File: src/rtl/mem_stage_pkg.sv
// Shared types and constants for the MEM pipeline stage: FSM states, big-endian
// byte-lane enables and writeback source selects.
package mem_stage_pkg;

  typedef enum logic {StIdle, StBeat1} state_e;

  localparam logic [3:0] BeNone  = 4'b0000;
  localparam logic [3:0] BeLane0 = 4'b1000;
  localparam logic [3:0] BeLane1 = 4'b0100;
  localparam logic [3:0] BeLane2 = 4'b0010;
  localparam logic [3:0] BeLane3 = 4'b0001;
  localparam logic [3:0] BeAll   = 4'b1111;

  typedef enum logic [1:0] {WbLoad, WbLo, WbHi, WbResult} wb_sel_e;

  // Big-endian: address offset 0 lives in bits [31:24].
  function automatic logic [3:0] byte_lane_be(input logic [1:0] lane);
    logic [3:0] be;
    unique case (lane)
      2'd0:    be = BeLane0;
      2'd1:    be = BeLane1;
      2'd2:    be = BeLane2;
      default: be = BeLane3;
    endcase
    return be;
  endfunction

endpackage

File: src/rtl/load_align_unit.sv
// Extracts and sign-extends load data from the 32-bit bus; a double is the
// buffered first beat followed by the current beat.
module load_align_unit (
  input  logic [31:0] rdata_i,
  input  logic [31:0] first_beat_i,
  input  logic [1:0]  lane_i,
  input  logic        byte_i,
  input  logic        double_i,
  output logic [63:0] load_o
);

  logic [7:0] lane_byte;

  always_comb begin
    unique case (lane_i)
      2'd0:    lane_byte = rdata_i[31:24];
      2'd1:    lane_byte = rdata_i[23:16];
      2'd2:    lane_byte = rdata_i[15:8];
      default: lane_byte = rdata_i[7:0];
    endcase
    if (byte_i) begin
      load_o = {{56{lane_byte[7]}}, lane_byte};
    end else if (double_i) begin
      load_o = {first_beat_i, rdata_i};
    end else begin
      load_o = {{32{rdata_i[31]}}, rdata_i};
    end
  end

endmodule

File: src/rtl/mem_access_stage.sv
// MIPS MEM stage: data-memory access over a 32-bit req/ack port (doubles in two
// beats), Lo/Hi registers and the MEM/WB pipeline register.
module mem_access_stage
  import mem_stage_pkg::*;
#(
  parameter int unsigned ADDR_W = 32,
  parameter int unsigned DATA_W = 32
) (
  input  logic              clk,
  input  logic              rst_n,
  input  logic [63:0]       EXE_MEM_Result,
  input  logic [63:0]       EXE_MEM_Treg,
  input  logic [63:0]       EXE_MEM_FPTregData,
  input  logic [4:0]        EXE_MEM_DstReg,
  input  logic [4:0]        EXE_MEM_FP_DstReg,
  input  logic              EXE_MEM_MemRead,
  input  logic              EXE_MEM_MemWrite,
  input  logic              EXE_MEM_MemtoReg,
  input  logic              EXE_MEM_RegWrite,
  input  logic              EXE_MEM_Byte,
  input  logic              EXE_MEM_double,
  input  logic              EXE_MEM_FPLoadStore,
  input  logic              EXE_MEM_floatop,
  input  logic              EXE_MEM_LoHiWrite,
  input  logic              EXE_MEM_LoRead,
  input  logic              EXE_MEM_HiRead,
  output logic              dmem_req,
  output logic              dmem_we,
  output logic [ADDR_W-1:0] dmem_addr,
  output logic [DATA_W-1:0] dmem_wdata,
  output logic [3:0]        dmem_be,
  input  logic [DATA_W-1:0] dmem_rdata,
  input  logic              dmem_ack,
  output logic              MEM_Stall,
  output logic              MEM_Misalign,
  output logic [63:0]       MEM_WB_Data,
  output logic [4:0]        MEM_WB_DstReg,
  output logic [4:0]        MEM_WB_FP_DstReg,
  output logic              MEM_WB_RegWrite,
  output logic              MEM_WB_floatop,
  output logic              MEM_WB_double,
  output logic              MEM_WB_Valid
);

  state_e            state_q, state_d;
  logic [31:0]       beat0_q, beat0_d;
  logic [31:0]       lo_q, hi_q;
  logic [ADDR_W-1:0] addr;
  logic [63:0]       store, load_val, wb_data;
  logic              is_double, aligned, mem_op, access, misalign;
  logic              req, last_beat;
  logic [3:0]        be;
  wb_sel_e           wb_sel;

  assign addr      = EXE_MEM_Result[ADDR_W-1:0];
  assign is_double = EXE_MEM_double & ~EXE_MEM_Byte;
  assign mem_op    = EXE_MEM_MemRead | EXE_MEM_MemWrite;
  assign store     = EXE_MEM_FPLoadStore ? EXE_MEM_FPTregData : EXE_MEM_Treg;

  always_comb begin
    if (EXE_MEM_Byte)   aligned = 1'b1;
    else if (is_double) aligned = (addr[2:0] == 3'b000);
    else                aligned = (addr[1:0] == 2'b00);
  end

  assign access   = mem_op & aligned;
  assign misalign = mem_op & ~aligned;

  always_comb begin
    state_d   = state_q;
    beat0_d   = beat0_q;
    req       = 1'b0;
    last_beat = 1'b1;
    dmem_addr = addr;
    unique case (state_q)
      StIdle: begin
        req       = access;
        last_beat = ~is_double;
        if (req && dmem_ack && is_double) begin
          beat0_d = dmem_rdata;
          state_d = StBeat1;
        end
      end
      StBeat1: begin
        req       = 1'b1;
        dmem_addr = addr + ADDR_W'(4);
        if (dmem_ack) state_d = StIdle;
      end
    endcase
  end

  always_comb begin
    if (EXE_MEM_Byte)                        dmem_wdata = {4{store[7:0]}};
    else if (is_double && state_q == StIdle) dmem_wdata = store[63:32];
    else                                     dmem_wdata = store[31:0];
    be = EXE_MEM_Byte ? byte_lane_be(addr[1:0]) : BeAll;
  end

  // Gated with rst_n so the port goes quiet the instant reset asserts.
  assign dmem_req  = rst_n & req;
  assign dmem_be   = dmem_req ? be : BeNone;
  assign dmem_we   = EXE_MEM_MemWrite;
  assign MEM_Stall = dmem_req & ~(dmem_ack & last_beat);

  load_align_unit u_load_align (
    .rdata_i      (dmem_rdata),
    .first_beat_i (beat0_q),
    .lane_i       (addr[1:0]),
    .byte_i       (EXE_MEM_Byte),
    .double_i     (is_double),
    .load_o       (load_val)
  );

  always_comb begin
    if (EXE_MEM_MemRead && EXE_MEM_MemtoReg) wb_sel = WbLoad;
    else if (EXE_MEM_LoRead)                 wb_sel = WbLo;
    else if (EXE_MEM_HiRead)                 wb_sel = WbHi;
    else                                     wb_sel = WbResult;
    unique case (wb_sel)
      WbLoad:  wb_data = load_val;
      WbLo:    wb_data = {{32{lo_q[31]}}, lo_q};
      WbHi:    wb_data = {{32{hi_q[31]}}, hi_q};
      default: wb_data = EXE_MEM_Result;
    endcase
  end

  always_ff @(posedge clk or negedge rst_n) begin
    if (!rst_n) begin
      state_q          <= StIdle;
      beat0_q          <= '0;
      lo_q             <= '0;
      hi_q             <= '0;
      MEM_Misalign     <= 1'b0;
      MEM_WB_Data      <= '0;
      MEM_WB_DstReg    <= '0;
      MEM_WB_FP_DstReg <= '0;
      MEM_WB_RegWrite  <= 1'b0;
      MEM_WB_floatop   <= 1'b0;
      MEM_WB_double    <= 1'b0;
      MEM_WB_Valid     <= 1'b0;
    end else begin
      state_q      <= state_d;
      beat0_q      <= beat0_d;
      MEM_Misalign <= misalign;
      if (!MEM_Stall) begin
        MEM_WB_Data      <= wb_data;
        MEM_WB_DstReg    <= EXE_MEM_DstReg;
        MEM_WB_FP_DstReg <= EXE_MEM_FP_DstReg;
        MEM_WB_RegWrite  <= EXE_MEM_RegWrite & ~misalign;
        MEM_WB_floatop   <= EXE_MEM_floatop;
        MEM_WB_double    <= EXE_MEM_double;
        MEM_WB_Valid     <= 1'b1;
        if (EXE_MEM_LoHiWrite) begin
          hi_q <= EXE_MEM_Result[63:32];
          lo_q <= EXE_MEM_Result[31:0];
        end
      end else begin
        MEM_WB_Valid    <= 1'b0;
        MEM_WB_RegWrite <= 1'b0;
      end
    end
  end

endmodule

File: config.mk
export PLATFORM = sky130hd
export DESIGN_NAME = mem_access_stage
export DESIGN_NICKNAME = d
export VERILOG_FILES = /design/src/rtl/mem_stage_pkg.sv /design/src/rtl/load_align_unit.sv /design/src/rtl/mem_access_stage.sv
export SDC_FILE = /design/constraint.sdc
export NUM_CORES = 1
export LEC_CHECK = 0
export CAP_MARGIN = 30
export CORE_AREA = 2 2 155 157
export DETAILED_ROUTE_END_ITERATION = 7
export DIE_AREA = 0 0 157 159
export PLACE_DENSITY = 0.82
export SLEW_MARGIN = 10
export SYNTH_ARGS = -nofsm -noshare
export SYNTH_HDL_FRONTEND = slang
export SYNTH_HIERARCHICAL = 1
export SYNTH_SLANG_ARGS = --single-unit
export TNS_END_PERCENT = 100
File: constraint.sdc
create_clock -name clk -period 3.3 [get_ports clk]
set_input_delay 0.66 -clock clk [delete_from_list [all_inputs] [get_ports clk]]
set_output_delay 0.66 -clock clk [all_outputs]
set_load 0.02 [all_outputs]
* Yosys cells after proc, flatten, opt, wreduce, memory -nomap -nowiden
Cells that the tools add are included.
** Storage, ports and cells
- Register bits :: 176
- Input port bits :: 248
- Output and inout port bits :: 150
- Word-level logic and storage cells :: 64
** Operators by class
- Add/subtract/negate cells :: 1
- Equal/unequal tests :: 4
- Multiplexer cells :: 23
- Bitwise logic cells :: 15
- Reductions and logical operators :: 9
** Operators with widths (number)
- $mux W64 :: 3
- $pmux W64 S3 :: 1
- $mux W32 :: 3
- $add A32 B3 Y32 const B :: 1
- $pmux W8 S3 :: 1
- $pmux W4 S3 :: 1
- $mux W1 :: 8
- $mux W4 :: 2
- $and A1 B1 Y1 :: 7
- $not A1 Y1 :: 7
- $eq A2 B1 Y1 const B :: 2
- $eq A2 B2 Y1 const B :: 2
- $logic_and A1 B1 Y1 :: 4
- $logic_not A2 Y1 :: 2
- $mux W2 :: 2
- $pmux W1 S2 :: 2
- $reduce_and A2 Y1 :: 2
- $logic_not A3 Y1 :: 1
- $or A1 B1 Y1 :: 1

* Depth between registers and ports, before layout
- Depth after elaboration :: 10
- Mapped depth :: 9
- Mapped depth without buffers :: 6

* By module
Netlist, hierarchy kept.
** Modules (own cells, without submodules)
- mem_access_stage :: instances 1, cells each 906, area an instance 9507.9 um2, seq. area each 4404.2 um2
- load_align_unit :: instances 1, cells each 182, area an instance 1027.2 um2, seq. area each 0.0 um2

* Least setup slack after synthesis
No wires, ideal clock.
- Path kind :: in2out
- From :: in EXE_MEM_Result[2]
- To :: out dmem_addr[30]
- Arrival :: 2050 ps
- Data required time :: 2640 ps
- Setup slack :: 590 ps
- Stages :: 5
- Buffers on the path :: 0
- Cell sequence :: ha_1 nand4_1 nor4_4 nand4_1 xnor2_1
** On the way
- Cells in the longest elaborated chain, start to end :: 2
** Ends and longest elaborated chain
- from (decl) :: RTL line mem_access_stage.sv:11 : input logic [63:0] EXE_MEM_Result,
- $add A32 B3 Y32 :: RTL line mem_access_stage.sv:86 : dmem_addr = addr + ADDR_W'(4);
- $mux W32 :: RTL line mem_access_stage.sv:75 : unique case (state_q)
- to (decl) :: RTL line mem_access_stage.sv:29 : output logic [ADDR_W-1:0] dmem_addr,
Every way passes these cells.

* Final worst setup path
- From :: in EXE_MEM_double
- To :: out dmem_wdata[11]
** On the way
- Cells in the longest elaborated chain, start to end :: 4
** Ends and longest elaborated chain
- from (decl) :: RTL line mem_access_stage.sv:21 : input logic EXE_MEM_double,
- $and A1 B1 Y1 :: RTL line mem_access_stage.sv:56 : assign is_double = EXE_MEM_double & ~EXE_MEM_Byte;
- named net is_double :: RTL line mem_access_stage.sv:50 : logic is_double, aligned, mem_op, access, misalign;
- $logic_and A1 B1 Y1 :: RTL line mem_access_stage.sv:94 : else if (is_double && state_q == StIdle) dmem_wdata = store[63:32];
- $mux W32 :: RTL line mem_access_stage.sv:94
- $mux W32 :: RTL line mem_access_stage.sv:93 : if (EXE_MEM_Byte) dmem_wdata = {4{store[7:0]}};
- to (decl) :: RTL line mem_access_stage.sv:30 : output logic [DATA_W-1:0] dmem_wdata,
The timed path passes the listed nets, and every way through them passes these cells.

==> results.json <==
{
  "outcome": "complete, no violations",
  "worstSkewPairLatency_ns": 0.44,
  "maxSlewHeadroom_pct": 33.5,
  "avgRoutedWirePerCell_um": 24.7,
  "post-route-util_pct": 67.6,
  "syn_area_per_cell_um2": 9.68,
  "antenna_found_initial": 5,
  "grt_pass1_wl_um": 66000,
  "crit_arrival_ns": 2.58,
  "finalCriticalPeriod_ns": 3.24,
  "cp_cell_sequence": "clkdlybuf4s50_1, nor2b_2, nand2_1, buf_12, o221ai_1, buf_4, clkdlybuf4s50_1",
  "clockRootBuffer": "clkbuf_16",
  "fin_area_um2": 15700,
  "routabilityCongestion": 0.903,
  "htreeDepth": 4,
  "cts_buffers": 17,
  "via_per_inst": 5.83,
  "dp_hpwl_um": 34400,
  "grt_overflow": 0,
  "mostFrequentLayoutCells": "clkdlybuf4s50_1 (355), dfrtp_1 (176), nand2_1 (98), nor2_1 (90), buf_4 (85)",
  "vias": 10600,
  "cts.path.max_buffers": 2,
  "finalHoldViolations": 0,
  "ys_warn_count": 6,
  "yosysSeqAreaShare_pct": 41.8,
  "worst-path-buf-inv": 4,
  "syn_nets": 1337,
  "critical_path_class": "input pin to output pin",
  "syn_inst": 1088,
  "max_stage_delay_ns": 0.60,
  "synth_cell_types": 53,
  "slew_violations": 0,
  "design.die.area_um2": 25000,
  "cp-start-kind": "input pin",
  "ys.flop_type": "dfrtp_1",
  "crit_slowest_cell": "clkdlybuf4s50_1",
  "layout_commonest_cell": "clkdlybuf4s50_1",
  "fin_nets": 1734,
  "fmax_ghz": 0.308,
  "ant_nets": 0,
  "drt_iter0_drc": 1256,
  "synth_area_um2": 10500,
  "synth_seq_cells": 176,
  "core-area_um2": 23200,
  "placed_cell_area_um2": 15100,
  "r2r_slack_ns": 0.91,
  "route.detailed.drc": 0,
  "die_width_um": 157,
  "portBuffers": 397,
  "drive_above_1_share_pct": 17.2,
  "placed_cells": 1783,
  "fin_crit_sh_pct": 98.3,
  "endpoint_kind": "output pin",
  "ios": 398,
  "skew_ns": 0.0114,
  "routed_wl_um": 45000,
  "hold_path_class": "input pin to asynchronous set/reset pin",
  "path_max_fanout": 24,
  "drv_cap": 0,
  "first_global_vias": 10700,
  "peakVddDrop_uv": 448,
  "initial_core_util_pct": 45.4,
  "async_reset_ff_share_pct": 100,
  "rsz0062_at_grt": "false",
  "ctsHoldBuffers": 0,
  "cts_tree": "yes",
  "fp-row-count": 56,
  "dr.pass1.iters": 6,
  "tightest_slew_ns": 0.998,
  "crit_top_cell": "clkdlybuf4s50_1",
  "fp.dieH_um": 159,
  "areaGrowthSynthToFinish_pct": 48.9,
  "clk_pin_slew_ns": 0.08,
  "synth_edf_count": 0,
  "finalSetupViolations": 0,
  "stdcell_count": 1822,
  "cts.sinks": 176,
  "grt_max_degree": 96,
  "power_density_nw_per_um2": 467,
  "p_leak_uw": 0.00677,
  "crit_required_ns": 2.64,
  "path_delay_family": "buffers and inverters",
  "grt.total_usage_pct": 35.6
}
==> stage by stage <==
| stage | TNS, ns | total power [uW] | worst slack [ns] | hold slack (ns) |
|---|---|---|---|---|
| finish | 0 | 7320 | 0.0562 | 0.378 |
| global route | 0 | 7590 | 0.000871 | 0.431 |
| CTS | 0 | 7320 | 0.0102 | 0.400 |
| detailed placement | -6.67 | 5120 | -0.372 | 0.460 |
| global placement | -6.43 | 5070 | -0.439 | 0.453 |
| floorplan | 0 | 3860 | 0.590 | 0.364 |
==> what timing repair did <==
item	CTS	global route
gates resized for setup	64	20
pin swaps	1	3
buffers inserted	1	1
setup endpoints to repair	31	25
==> cell families after synthesis <==
kind of cell	count (synthesis)	share of synthesized area, %
muxes	170	18.3
buffers and inverters	164	7.17
adders and majority gates	1	0.119
DFF	176	41.8
AOI/OAI and AO/OA	304	19.5
and+or+nand+nor	244	10.6
xor gates and xnor gates	29	2.41
==> sequential cells by signal, summed over array words and instances (netlist names) <==
signal            count
state_q               1
MEM_Misalign          1
MEM_WB_floatop        1
lo_q                 32
MEM_WB_double         1
MEM_WB_Data          64
hi_q                 32
beat0_q              32
MEM_WB_FP_DstReg      5
MEM_WB_RegWrite       1
MEM_WB_Valid          1
MEM_WB_DstReg         5
==> metal layers <==
layer | part of all wire (%) | global-route usage, %
met1 | 36 | 40.7
met2 | 49 | 60.7
met3 | 8.7 | 8.76
met4 | 5.8 | 19.8
met5 | 0.049 | 0
==> where the power goes <==
part           switching (uW)  internal, uW
Sequential                224          2530
Clock                     955          1260
Combinational            1210          1140
==> layout make-up <==
type	instances	area [um^2]
Fill cell	1807	7510
Multi-Input combinational cell	748	5400
Timing Repair Buffer	482	4590
Sequential cell	176	4400
Clock buffer	18	439
Tap cell	319	399
Inverter	60	225
Clock inverter	14	211
Antenna cell	5	12.5
==> cells in the mapped netlist, types with 2 or more instances <==
library cell | number | area share, %
dfrtp_1 | 176 | 42
nand2_1 | 98 | 3.5
nor2_1 | 91 | 3.2
mux2_2 | 76 | 8.1
a21oi_1 | 67 | 3.2
inv_1 | 59 | 2.1
mux2i_1 | 57 | 5.4
clkbuf_1 | 54 | 1.9
o21ai_0 | 54 | 2.6
buf_2 | 34 | 1.6
a22oi_1 | 33 | 2.4
a31oi_1 | 33 | 2.0
a221oi_1 | 31 | 2.6
mux2_1 | 29 | 3.1
o221ai_1 | 24 | 2.0
xnor2_1 | 23 | 1.9
o31ai_1 | 14 | 1.0
nand4_1 | 13 | 0.77
o21ai_1 | 11 | 0.52
buf_6 | 10 | 1.1
o31ai_2 | 10 | 1.2
mux4_2 | 8 | 1.7
nand3_1 | 8 | 0.38
a21o_1 | 7 | 0.50
a22o_1 | 7 | 0.58
nand3b_1 | 7 | 0.50
o22ai_1 | 7 | 0.42
buf_4 | 6 | 0.43
xor2_1 | 6 | 0.50
and3_1 | 4 | 0.24
nor2b_1 | 4 | 0.24
and4_1 | 2 | 0.17
nand2_2 | 2 | 0.12
nand2b_1 | 2 | 0.12
nor4_4 | 2 | 0.40
or2_2 | 2 | 0.12
==> final timing paths <==
path / cells after the start / end / from
setup / recovery: 7 / dmem_wdata[11] / EXE_MEM_double
hold / removal: 2 / MEM_WB_FP_DstReg[3] / rst_n
setup reg to reg: 7 / MEM_WB_Data[47] / state_q
hold reg to reg: 2 / MEM_WB_double / MEM_WB_double
max in group asynchronous: 3 / MEM_WB_Data[11] / rst_n
min in group clk: 2 / MEM_WB_double / MEM_WB_double
Note: power is estimated with default switching activity, not from simulation.
